==> src/rtl/parking_event_logger_if.sv <==
// Read-side bus of the parking event logger: record head, occupancy and overflow
// flag toward the reader; pop request and overflow clear toward the logger.
interface parking_event_logger_if #(
  parameter int DEPTH = 8,
  parameter int TS_W  = 12
);
  localparam int CW = $clog2(DEPTH) + 1;

  // Handshake: a record transfers on a rising edge where rec_valid && rd_req;
  // rd_req while rec_valid = 0 is ignored, and rec_data holds the head
  // record for as long as rec_valid stays high.
  logic              rd_req;
  logic              clear_ovf;
  logic              rec_valid;
  logic [TS_W+4:0]   rec_data;
  logic [CW-1:0]     count;
  logic              overflow;

  modport master (
    output rd_req, clear_ovf,
    input  rec_valid, rec_data, count, overflow
  );

  modport slave (
    input  rd_req, clear_ovf,
    output rec_valid, rec_data, count, overflow
  );
endinterface

==> src/rtl/parking_event_logger.sv <==
// Samples the parking FSM state and door pulse, timestamps every change or pulse,
// and queues the records in a show-ahead FIFO drained through the read bus.
module parking_event_logger #(
  parameter int DEPTH = 8,
  parameter int TS_W  = 12
) (
  input  logic                        clk,
  input  logic                        rst_n,
  input  logic [3:0]                  state,
  input  logic                        door_open_pulse,
  parking_event_logger_if.slave       bus
);
  localparam int AW    = $clog2(DEPTH);
  localparam int CW    = AW + 1;
  localparam int REC_W = TS_W + 5;

  logic [TS_W-1:0]  ts;
  logic [3:0]       prev_state;
  logic [REC_W-1:0] mem [DEPTH];
  logic [AW-1:0]    wr_ptr;
  logic [AW-1:0]    rd_ptr;
  logic [CW-1:0]    cnt;
  logic             ovf;

  logic event_hit;
  logic full;
  logic pop;
  logic push;
  logic drop;

  always_comb begin
    event_hit = (state != prev_state) || door_open_pulse;
    full      = (cnt == CW'(DEPTH));
    pop       = bus.rd_req && (cnt != '0);
    // A pop on the same edge frees the slot the new record needs.
    push      = event_hit && (!full || pop);
    drop      = event_hit && full && !pop;
  end

  always_ff @(posedge clk or negedge rst_n) begin
    if (!rst_n) begin
      ts         <= '0;
      prev_state <= 4'b0000;
      wr_ptr     <= '0;
      rd_ptr     <= '0;
      cnt        <= '0;
      ovf        <= 1'b0;
      for (int i = 0; i < DEPTH; i++) begin
        mem[i] <= '0;
      end
    end else begin
      ts         <= ts + TS_W'(1);
      prev_state <= state;

      if (push) begin
        mem[wr_ptr] <= {ts, state, door_open_pulse};
        wr_ptr      <= wr_ptr + AW'(1);
      end
      if (pop) begin
        rd_ptr <= rd_ptr + AW'(1);
      end

      if (push && !pop) begin
        cnt <= cnt + CW'(1);
      end else if (pop && !push) begin
        cnt <= cnt - CW'(1);
      end

      // A drop in the same cycle as a clear leaves the flag set.
      if (drop) begin
        ovf <= 1'b1;
      end else if (bus.clear_ovf) begin
        ovf <= 1'b0;
      end
    end
  end

  assign bus.rec_valid = (cnt != '0);
  assign bus.rec_data  = mem[rd_ptr];
  assign bus.count     = cnt;
  assign bus.overflow  = ovf;

endmodule

==> src/flat_wrapper.sv <==
// flat-port wrapper written by rule: the top's interface ports become plain ports
module parking_event_logger_flat 
#(
  parameter int DEPTH = 8,
  parameter int TS_W  = 12
)
  (clk, rst_n, state, door_open_pulse, bus_rd_req, bus_clear_ovf, bus_rec_valid, bus_rec_data, bus_count, bus_overflow);
  parking_event_logger_if #(.DEPTH(DEPTH), .TS_W(TS_W)) bus_i ();
  input  logic clk;
  input  logic rst_n;
  input  logic [3:0] state;
  input  logic door_open_pulse;
  input wire logic [$bits(bus_i.rd_req)-1:0] bus_rd_req;
  input wire logic [$bits(bus_i.clear_ovf)-1:0] bus_clear_ovf;
  output wire logic [$bits(bus_i.rec_valid)-1:0] bus_rec_valid;
  output wire logic [$bits(bus_i.rec_data)-1:0] bus_rec_data;
  output wire logic [$bits(bus_i.count)-1:0] bus_count;
  output wire logic [$bits(bus_i.overflow)-1:0] bus_overflow;
  assign bus_i.rd_req = bus_rd_req;
  assign bus_i.clear_ovf = bus_clear_ovf;
  assign bus_rec_valid = bus_i.rec_valid;
  assign bus_rec_data = bus_i.rec_data;
  assign bus_count = bus_i.count;
  assign bus_overflow = bus_i.overflow;
  parking_event_logger #(.DEPTH(DEPTH), .TS_W(TS_W)) u_core (.clk(clk), .rst_n(rst_n), .state(state), .door_open_pulse(door_open_pulse), .bus(bus_i));
endmodule
==> config.mk <==
export PLATFORM = sky130hd
export DESIGN_NAME = parking_event_logger_flat
export DESIGN_NICKNAME = d
export VERILOG_FILES = /design/src/rtl/parking_event_logger_if.sv /design/src/rtl/parking_event_logger.sv /design/src/flat_wrapper.sv
export SDC_FILE = /design/constraint.sdc
export NUM_CORES = 1
export LEC_CHECK = 0
export CORE_UTILIZATION = 31
export CTS_CLUSTER_SIZE = 30
export DETAILED_ROUTE_END_ITERATION = 6
export MAX_ROUTING_LAYER = met4
export PLACE_DENSITY_LB_ADDON = 0.12
export SYNTH_ARGS = -nofsm -noshare
export SYNTH_HDL_FRONTEND = slang
export SYNTH_SLANG_ARGS = --single-unit
export TNS_END_PERCENT = 30
==> constraint.sdc <==
create_clock -name clk -period 4.5 [get_ports clk]
set_input_delay 0.9 -clock clk [delete_from_list [all_inputs] [get_ports clk]]
set_output_delay 0.9 -clock clk [all_outputs]
set_load 0.02 [all_outputs]
==> results.md, run 1 <==
Die:
- For this design the top-level I/O count stands at 32.
- The floorplan has 57 rows.
- The floorplan step defined a core boundary enclosing 0.02460 mm2.
- The die extent in y is 161.1 um.
- The floorplan step defined a die boundary enclosing 0.02597 mm2.
- The floorplan die width is 161.1 um.
- The initial core utilization is 31.91%.

Drt:
- The ratio of routed vias to standard cells is 4.837.
- The violation count after the first detailed-route iteration is 148.
- The total iterations of the first detailed-routing run is 4.
- After detailed routing, the number of remaining DRC violations is 0.
- Wires add up to 16,800 um.
- The count of antenna-violating nets left after detailed routing is 0.
- The detailed-route via count is 4,053.
- After detailed routing, the average wire length per cell comes to 20.04 um.

Critical path:
- For this design, the slowest cell found on the critical path is dfrtp_2.
- The category of the worst setup path launch point is a flip-flop.
- The count of cells along the worst register-to-register path is 10.
- The critical path's largest stage delay is 0.75 ns.
- The critical path goes through buf_4 -> mux4_2 -> mux2_2 -> clkdlybuf4s50_1.
- The most critical setup path has its startpoint at u_core.rd_ptr[0].
- The worst register-to-register path begins at u_core.bus.count[1].
- The path type of the worst setup path is reg2out.
- STA puts the critical path data arrival time at 2.90 ns.
- For the worst setup path, the data required time is 3.60 ns.
- The critical-path maximum fanout is 14.
- The critical path endpoint category is an output pin.

Min path:
- The launch point of the worst hold path is u_core.mem[87].
- The count of cells along the worst hold path is 1.
- The path class of the tightest hold or removal check is reg2reg.

Power and ir drop:
- The part of the total power dissipated in the clock network is 23.2%.
- The sequential power share is 35.4%.
- The analysis attributes to net switching a power of 0.002147 W.
- The internal power of the cells totals 0.004161 W.
- VDD sags by at most 0.3646 mV.
- The power density over cell area is 692.7 mW/mm2.
- The switching power as a share of total power is 34.04%.
- The proportion of power drawn by combinational gates is 41.4%.
- The static leakage power is 3.874 nW.

Logic synthesis:
- The area share of the leading cell type in the synthesized netlist is 51.95%.
- The count of synthesis-stage warnings from yosys is 0.
- When the netlist entered floorplanning its net count stood at 489.
- Summing the sequential cell areas from Yosys gives 51.95% of the chip area.
- Synthesis produced 473 cells.
- The share of synthesized registers carrying an async set or reset is 100.0%.
- The number of synthesized register bits is 163.
- The synthesized area is 0.007851 mm2.
- In the synthesized netlist the dominant register cell turns out to be dfrtp_1.
- The synthesized design contains 0 enable-type register cells.
- Sorting the synthesized cells by area gives the leading types as dfrtp_1 (52%), mux2_4 (15%), mux4_2 (9.8%).
- The number of distinct standard cells referenced by the synthesized netlist is 35.
- The largest area contributor in the synthesized netlist is dfrtp_1.
- A synthesized cell averages 16.60 um2.

Timing:
- The final number of max-transition violations is 0.
- Subtracting the final worst setup slack from the clock period gives 3.804 ns.
- The share of the cycle needed by the critical path after routing is 84.54%.
- The worst-case hold slack is 0.4810 ns.
- The relative max-transition margin is 31.79%.
- Across the routed clock network, the largest skew measured is 0.009779 ns.
- Adding up every negative setup slack in the final design gives 0 ns.
- Timing would allow up to 262.9 MHz.
- For the pin with the worst max-slew slack, the measured transition is 1.023 ns.
- The total setup violations reported at the end of the flow is 0.
- Setup repair after global routing left no endpoint under its margin.
- The number of failing hold endpoints at the final stage is 0.

Clock network:
- The H-tree was split into 4 levels.
- The clock tree from TritonCTS is done.
- The post-CTS setup repair buffer count is 0.
- The clock drives 163 sinks.
- The clock reaches the later pin of the worst-skew pair after 0.43 ns.
- Hold repair after CTS inserted 0 buffers.
- The number of gates resized after cts is 0.
- The deepest clock path buffer count is 2.
- The clock buffer count from CTS is 17.
- The cell chosen for the clock root is clkbuf_16.
- The clock slew seen by the registers of the worst setup and hold paths is 0.07 ns.

Global routing:
- The via count of the first global-routing pass is 4,562.
- Entering global routing, the biggest net connects 104 pins.
- The number of antenna violations at the first check in global routing was 0.
- The global-route wire length before repair is 27,220 um.
- The remaining global-route overflow is 0.
- Global routing used 14.44% of the available tracks.

Job:
- Across the run, the number of max-cap violations was 0.

Cells and area:
- The repair_antennas step left the layout with diodes totalling 0.
- The fraction of final layout cells with drive strength greater than 1 is 38.72%.
- From synthesis to final layout, the design area changed by 15.98%.
- At the end of the flow, the number of nets in the layout was 517.

Placement:
- The HPWL after detailed placement is 10,100 um.
- The final RePlAce weighted congestion is 0.6863.
- The number of port buffers is 31.

Outcome:
- The flow ran to the end, and the final reports show no timing, DRC or antenna violations.
## Yosys cell counts (2+ instances only)
master and n:
dfrtp_1 163, mux2_4 80, mux2_1 58, mux4_2 34, mux2_2 18, xnor2_1 16, clkbuf_1 14, buf_2 9
buf_6 9, a21oi_4 7, inv_1 7, ha_1 6, nand2_1 6, o2111ai_2 6, nor2_1 5, xor2_1 5
nand3_1 4, buf_1 3, nand4_1 3, a21oi_1 2, and4_1 2, buf_4 2, o211ai_2 2
## area by class of cell
class | count | area [um2]
Clock buffer | 17 | 425.4
Timing Repair Buffer | 46 | 486.7
Inverter | 7 | 26.28
Sequential cell | 163 | 4080
Multi-Input combinational cell | 266 | 3523
Tap cell | 324 | 405.4
Fill cell | 2338 | 15500
Clock inverter | 15 | 158.9
## through the flow
stage	utilization, %	power, W	setup WS [ns]	cells	area (um2)
2_1_floorplan	-	0.004075	1.391	473	7851
3_3_place_gp	34.64	0.004890	0.6379	806	8522
3_5_place_dp	34.64	0.004928	0.5683	806	8522
4_1_cts	37.01	0.006421	0.5939	838	9106
5_1_grt	37.01	0.006681	0.5198	838	9106
6_report	37.01	0.006308	0.6957	838	9106
## sequential cells by signal, indices dropped and copies added (netlist names)
name / flops
u_core.bus.count: 4
u_core.bus.overflow: 1
u_core.mem: 136
u_core.prev_state: 4
u_core.rd_ptr: 3
u_core.ts: 12
u_core.wr_ptr: 3
## worst max-delay path: cells and delay by family (launching register included)
kind     cells  cell delay, ns
flops        1            0.75
buf+inv      2            0.90
mux          2            0.83
## cell usage in the layout (no fill, tap or decap), types with 2 or more instances in the layout
cell             synthesis  routed
a21oi_1                  2       2
a21oi_4                  7       7
and4_1                   2       2
buf_12                   0       5
buf_4                    2      10
clkbuf_16                0      17
clkdlybuf4s50_1          0      30
clkinv_4                 0       3
dfrtp_1                163     162
ha_1                     6       6
inv_1                    7       7
inv_6                    0       7
inv_8                    0       3
mux2_1                  58      58
mux2_2                  18      18
mux2_4                  80      80
mux4_2                  34      34
nand2_1                  6       6
nand3_1                  4       4
nand4_1                  3       3
nor2_1                   5       4
o2111ai_2                6       6
o211ai_2                 2       2
xnor2_1                 16      16
xor2_1                   5       5
## layer usage
layer	track usage, %	up-vias	share of wire (%)
met5	-	-	0
met4	5.403	0	1.5
met2	22.49	47	49
li1	-	1789	-
met1	18.89	2198	48
met3	2.440	19	2.3
## cells by family after synthesis
group           count (synthesis)  synth area share, %
fa+ha+maj                       7                1.211
buf+inv                        44                3.203
simple gates                   25                1.690
xor+xnor                       21                2.343
compound gates                 22                3.522
flops                         163                51.95
mux                           191                36.08
## path summary, 6_finish.rpt
path | to | slack, ns
setup / recovery | bus_rec_data[13] | 0.70
hold / removal | u_core.mem[87] | 0.48
setup reg to reg | u_core.bus.count[3] | 1.61
hold reg to reg | u_core.mem[87] | 0.48
max in group asynchronous | u_core.mem[107] | 3.00
min in group asynchronous | u_core.mem[47] | 0.57
## power by group through the flow
stage	combinational, W	clock (W)	sequential, W
floorplan	0.00194	0	0.00213
global placement	0.00265	0	0.00224
detailed placement	0.00267	0	0.00226
CTS	0.00268	0.00151	0.00224
global route	0.00282	0.00156	0.00230
finish	0.00261	0.00146	0.00223
Power figures use the tool's default switching activity.
==> run 2, diff against run 1 <==
==> constraint.sdc (replaced) <==
create_clock -name clk -period 3.5 [get_ports clk]
set_input_delay 0.7 -clock clk [delete_from_list [all_inputs] [get_ports clk]]
set_output_delay 0.7 -clock clk [all_outputs]
set_load 0.02 [all_outputs]
==> run 2 against run 1 <==
Net effect: via count decreased by 1.1%; hold slack got worse by 0.13 ns; clock power increased by 34%; global-route usage increased by 0.17 points; die area unchanged; critical path depth unchanged; first-iteration DRC count increased by 45%; sequential share of layout area about the same; critical path type unchanged.
==> results.md, run 2 (synthesis gave the netlist of run 1 again) <==
Placement:
- The final RePlAce weighted congestion is 0.7136 (+4.0%).
- The HPWL after detailed placement is 10,000 um (-0.94%).
- The count of placed standard cells including taps is 809 (+0.37%).
- The total cell area at the placement stage is 0.008494 mm2 (-0.32%).
- The number of port buffers is 31 (unchanged).

Die:
- The die footprint is 0.02597 mm2 (unchanged).
- The floorplan die width is 161.1 um (unchanged).
- The top-level I/O count is 32 (unchanged).
- The placeable core area came to 0.02460 mm2 (unchanged).
- The number of cell rows was 57 (unchanged).
- The initial core utilization is 31.91% (unchanged).
- The die extent in y was 161.1 um (unchanged).

Power and ir drop:
- The switching power as a share of total power is 33.26% (-0.78 points).
- The static leakage power is 3.871 nW (about the same).
- The power consumption is 0.008133 W (+29%).
- The part of the total power dissipated in the clock network is 23.9% (+0.7 points).
- The sequential power share is 34.6% (-0.8 points).
- The switching component of the power is 0.002705 W (+26%).
- The proportion of power drawn by combinational gates came to 41.4% (about the same).
- The total internal power is 0.005428 W (+30%).
- The maximum vdd drop was 0.4440 mV (+22%).
- The power density over cell area came to 893.5 mW/mm2 (+29%).

Timing:
- The total setup violations reported at the end of the flow is 0 (unchanged).
- The clock tree skew after final layout came to 0.008877 ns (-0.0009020 ns).
- The number of failing hold endpoints at the final stage is 0 (unchanged).
- The final number of max-transition violations is 0 (unchanged).
- Setup repair after global routing left no endpoint under its margin.
- The relative max-transition margin was 27.46% (-4.3 points).
- The peak clock frequency supported by timing is 307.8 MHz.
- The worst-case hold slack is 0.3553 ns (-0.1257 ns).
- The minimum clock period after layout is 3.249 ns.
- The worst-margin pin slew is 1.086 ns (+0.06251 ns).
- The worst path uses 92.82% of the clock period.
- The sum of negative setup slack came to 0 ns (unchanged).

Critical path:
- The critical path endpoint category is an output pin.
- The startpoint of the worst-slack reg-to-reg timing path is u_core.bus.count[1].
- The critical path ends at bus_rec_data[10].
- The critical-path maximum fanout was 17 (+3).
- In this run the worst setup path begins at u_core.rd_ptr[0].
- The endpoint identified for the worst register-to-register timing path is u_core.bus.count[3].
- The worst setup path is launched from a flip-flop.
- The slack of the worst reg-to-reg path is 0.53 ns (-1.08 ns).
- The data required time at the worst endpoint is 2.80 ns (-0.80 ns).
- The count of cells along the worst register-to-register path is 10 (unchanged).
- The worst setup path is of the reg2out kind.
- The data arrival time of the critical path is 2.55 ns (-0.35 ns).

Cells and area:
- The filler-free cell count of the finished design is 841 (+0.36%).
- The library cells used most frequently in the layout, excluding fill and tap cells, are dfrtp_1 (162), mux2_4 (80), mux2_1 (58), mux4_2 (34), clkdlybuf4s50_1 (30).
- The number of nets in the layout is 520 (+0.58%).
- The storage element area is 0.004080 mm2 (unchanged).
- The fraction of final layout cells with drive strength greater than 1 is 39.07% (+0.36 points).
- The multi-input gate area in the final layout is 0.003523 mm2 (unchanged).
- The library cell used most frequently in the layout, excluding fill and tap cells, is dfrtp_1.
- The filler cell count came to 2,302 (-1.5%).
- The layout-stage area growth over the synthesis result is 15.94% (about the same).
- The register with the highest flop count is u_core.mem.
- The flip-flop count of the largest register, all copies and words added is 136 (unchanged).
- The antenna diode instance count is 0 (unchanged).
- The post-route standard cell area excluding fillers is 0.009102 mm2 (about the same).
- In the final layout, the registers with the most flip-flops are u_core.mem (136), u_core.ts (12).

Clock network:
- The clock sink count came to 163 (unchanged).
- The post-CTS setup repair buffer count is 0 (unchanged).
- The clock tree from TritonCTS is done.
- The H-tree depth is 4 (unchanged).
- The clock latency on the worst-skew pair was 0.42 ns (about the same).
- The number of gates resized after cts came to 0 (unchanged).
- The clock buffer count from CTS is 17 (unchanged).
- The tree is rooted in a clkbuf_16.
- The deepest clock path buffer count came to 2 (unchanged).
- The number of buffers inserted for hold repair after clock tree synthesis is 0 (unchanged).
- The clock slew seen by the registers of the worst setup and hold paths is 0.07 ns (about the same).

Global routing:
- The maximum number of pins on one net before global-route repair is 92 (-12%).
- The total global routing track utilization was 14.61% (+0.17 points).
- The via count of the first global-routing pass is 4,574 (+0.26%).
- The global-route wire length before repair came to 27,690 um (+1.7%).
- The remaining global-route overflow came to 0 (unchanged).
- The number of antenna violations at the first check in global routing is 0 (unchanged).

Min path:
- The tightest min-delay check is of the in2async type.

Drt:
- The count of unresolved DRC violations after routing is 0 (unchanged).
- The violation count after the first detailed-route iteration is 214 (+45%).
- The total wire length is 16,900 um (+0.63%).
- The detailed-route via count is 4,008 (-1.1%).
- The ratio of routed vias to standard cells was 4.766 (-1.5%).
- The total iterations of the first detailed-routing run is 4 (unchanged).
- The count of antenna-violating nets left after detailed routing is 0 (unchanged).
- The per-cell routed wire length is 20.10 um (+0.27%).

Job:
- The reported max-cap violation count is 0 (unchanged).

Outcome:
- The flow ran to the end, and the final reports show no timing, DRC or antenna violations.
## run 2: cell types whose count changed in the layout (fill, tap and decap cells not counted), sizes merged
cell	delta
buf	+3
bufinv	+2
clkinv	+2
clkinvlp	+3
inv	-7
## run 2: final cells by class
| cell class | instances | share of cell area [%] |
|---|---|---|
| clock buffers | 17 | 4.674 |
| clock inverters | 15 | 2.007 |
| inverters | 7 | 0.2887 |
| multi-input cells | 266 | 38.71 |
| flip-flops and latches | 163 | 44.82 |
| well taps | 324 | 4.454 |
| repair buffers | 49 | 5.045 |
## run 2: worst min path at each step
stage	endpoint	start	depth (start not counted)	slack, ns
4_1_cts	u_core.mem[110]	rst_n	1	0.39
5_1_grt	u_core.mem[59]	rst_n	1	0.43
6_report	u_core.mem[59]	rst_n	1	0.36
2_1_floorplan	u_core.bus.count[0]	rst_n	0	0.40
3_5_place_dp	u_core.mem[85]	u_core.mem[85]	1	0.47
3_3_place_gp	u_core.mem[51]	u_core.mem[51]	1	0.46
## run 2: power groups by stage
| stage | registers (W) | clock network, W | logic [W] |
|---|---|---|---|
| after global placement | 0.00282 | 0 | 0.00340 |
| final | 0.00282 | 0.00195 | 0.00337 |
| after CTS | 0.00282 | 0.00199 | 0.00345 |
| after global routing | 0.00290 | 0.00206 | 0.00362 |
| after detailed placement | 0.00285 | 0 | 0.00344 |
| after floorplan | 0.00274 | 0 | 0.00249 |
## run 2: per-layer routing
metal | track usage [%] | up-vias | wire length [um]
met5 | - | - | 0
met4 | 3.902 | 0 | 213
met3 | 2.542 | 15 | 309
met2 | 22.47 | 38 | 7974
met1 | 19.92 | 2158 | 8403
li1 | - | 1797 | -
## run 2: stage by stage
step                utilization (%)  worst slack [ns]
finish                        36.99            0.2512
CTS                           36.99            0.1758
global route                  36.99            0.1272
global placement              34.52            0.1850
detailed placement            34.52            0.1406
floorplan                         -            0.5908
## run 2: worst max-delay path, cell delays in order, from the launching register on
cell and delay, ns:
dfrtp_2 0.38, buf_4 0.35, mux4_2 0.57, mux2_2 0.28, clkdlybuf4s50_1 0.53
==> run 3, diff against run 2 <==
--- a/config.mk
+++ b/config.mk
@@ -8,6 +8,7 @@
 export CORE_UTILIZATION = 31
 export CTS_CLUSTER_SIZE = 30
 export DETAILED_ROUTE_END_ITERATION = 6
+export GPL_TIMING_DRIVEN = 1
 export MAX_ROUTING_LAYER = met4
 export PLACE_DENSITY_LB_ADDON = 0.12
 export SYNTH_ARGS = -nofsm -noshare
==> results of run 3 <==
Same layout as run 2: the final DEF is identical, and so are final timing and power.
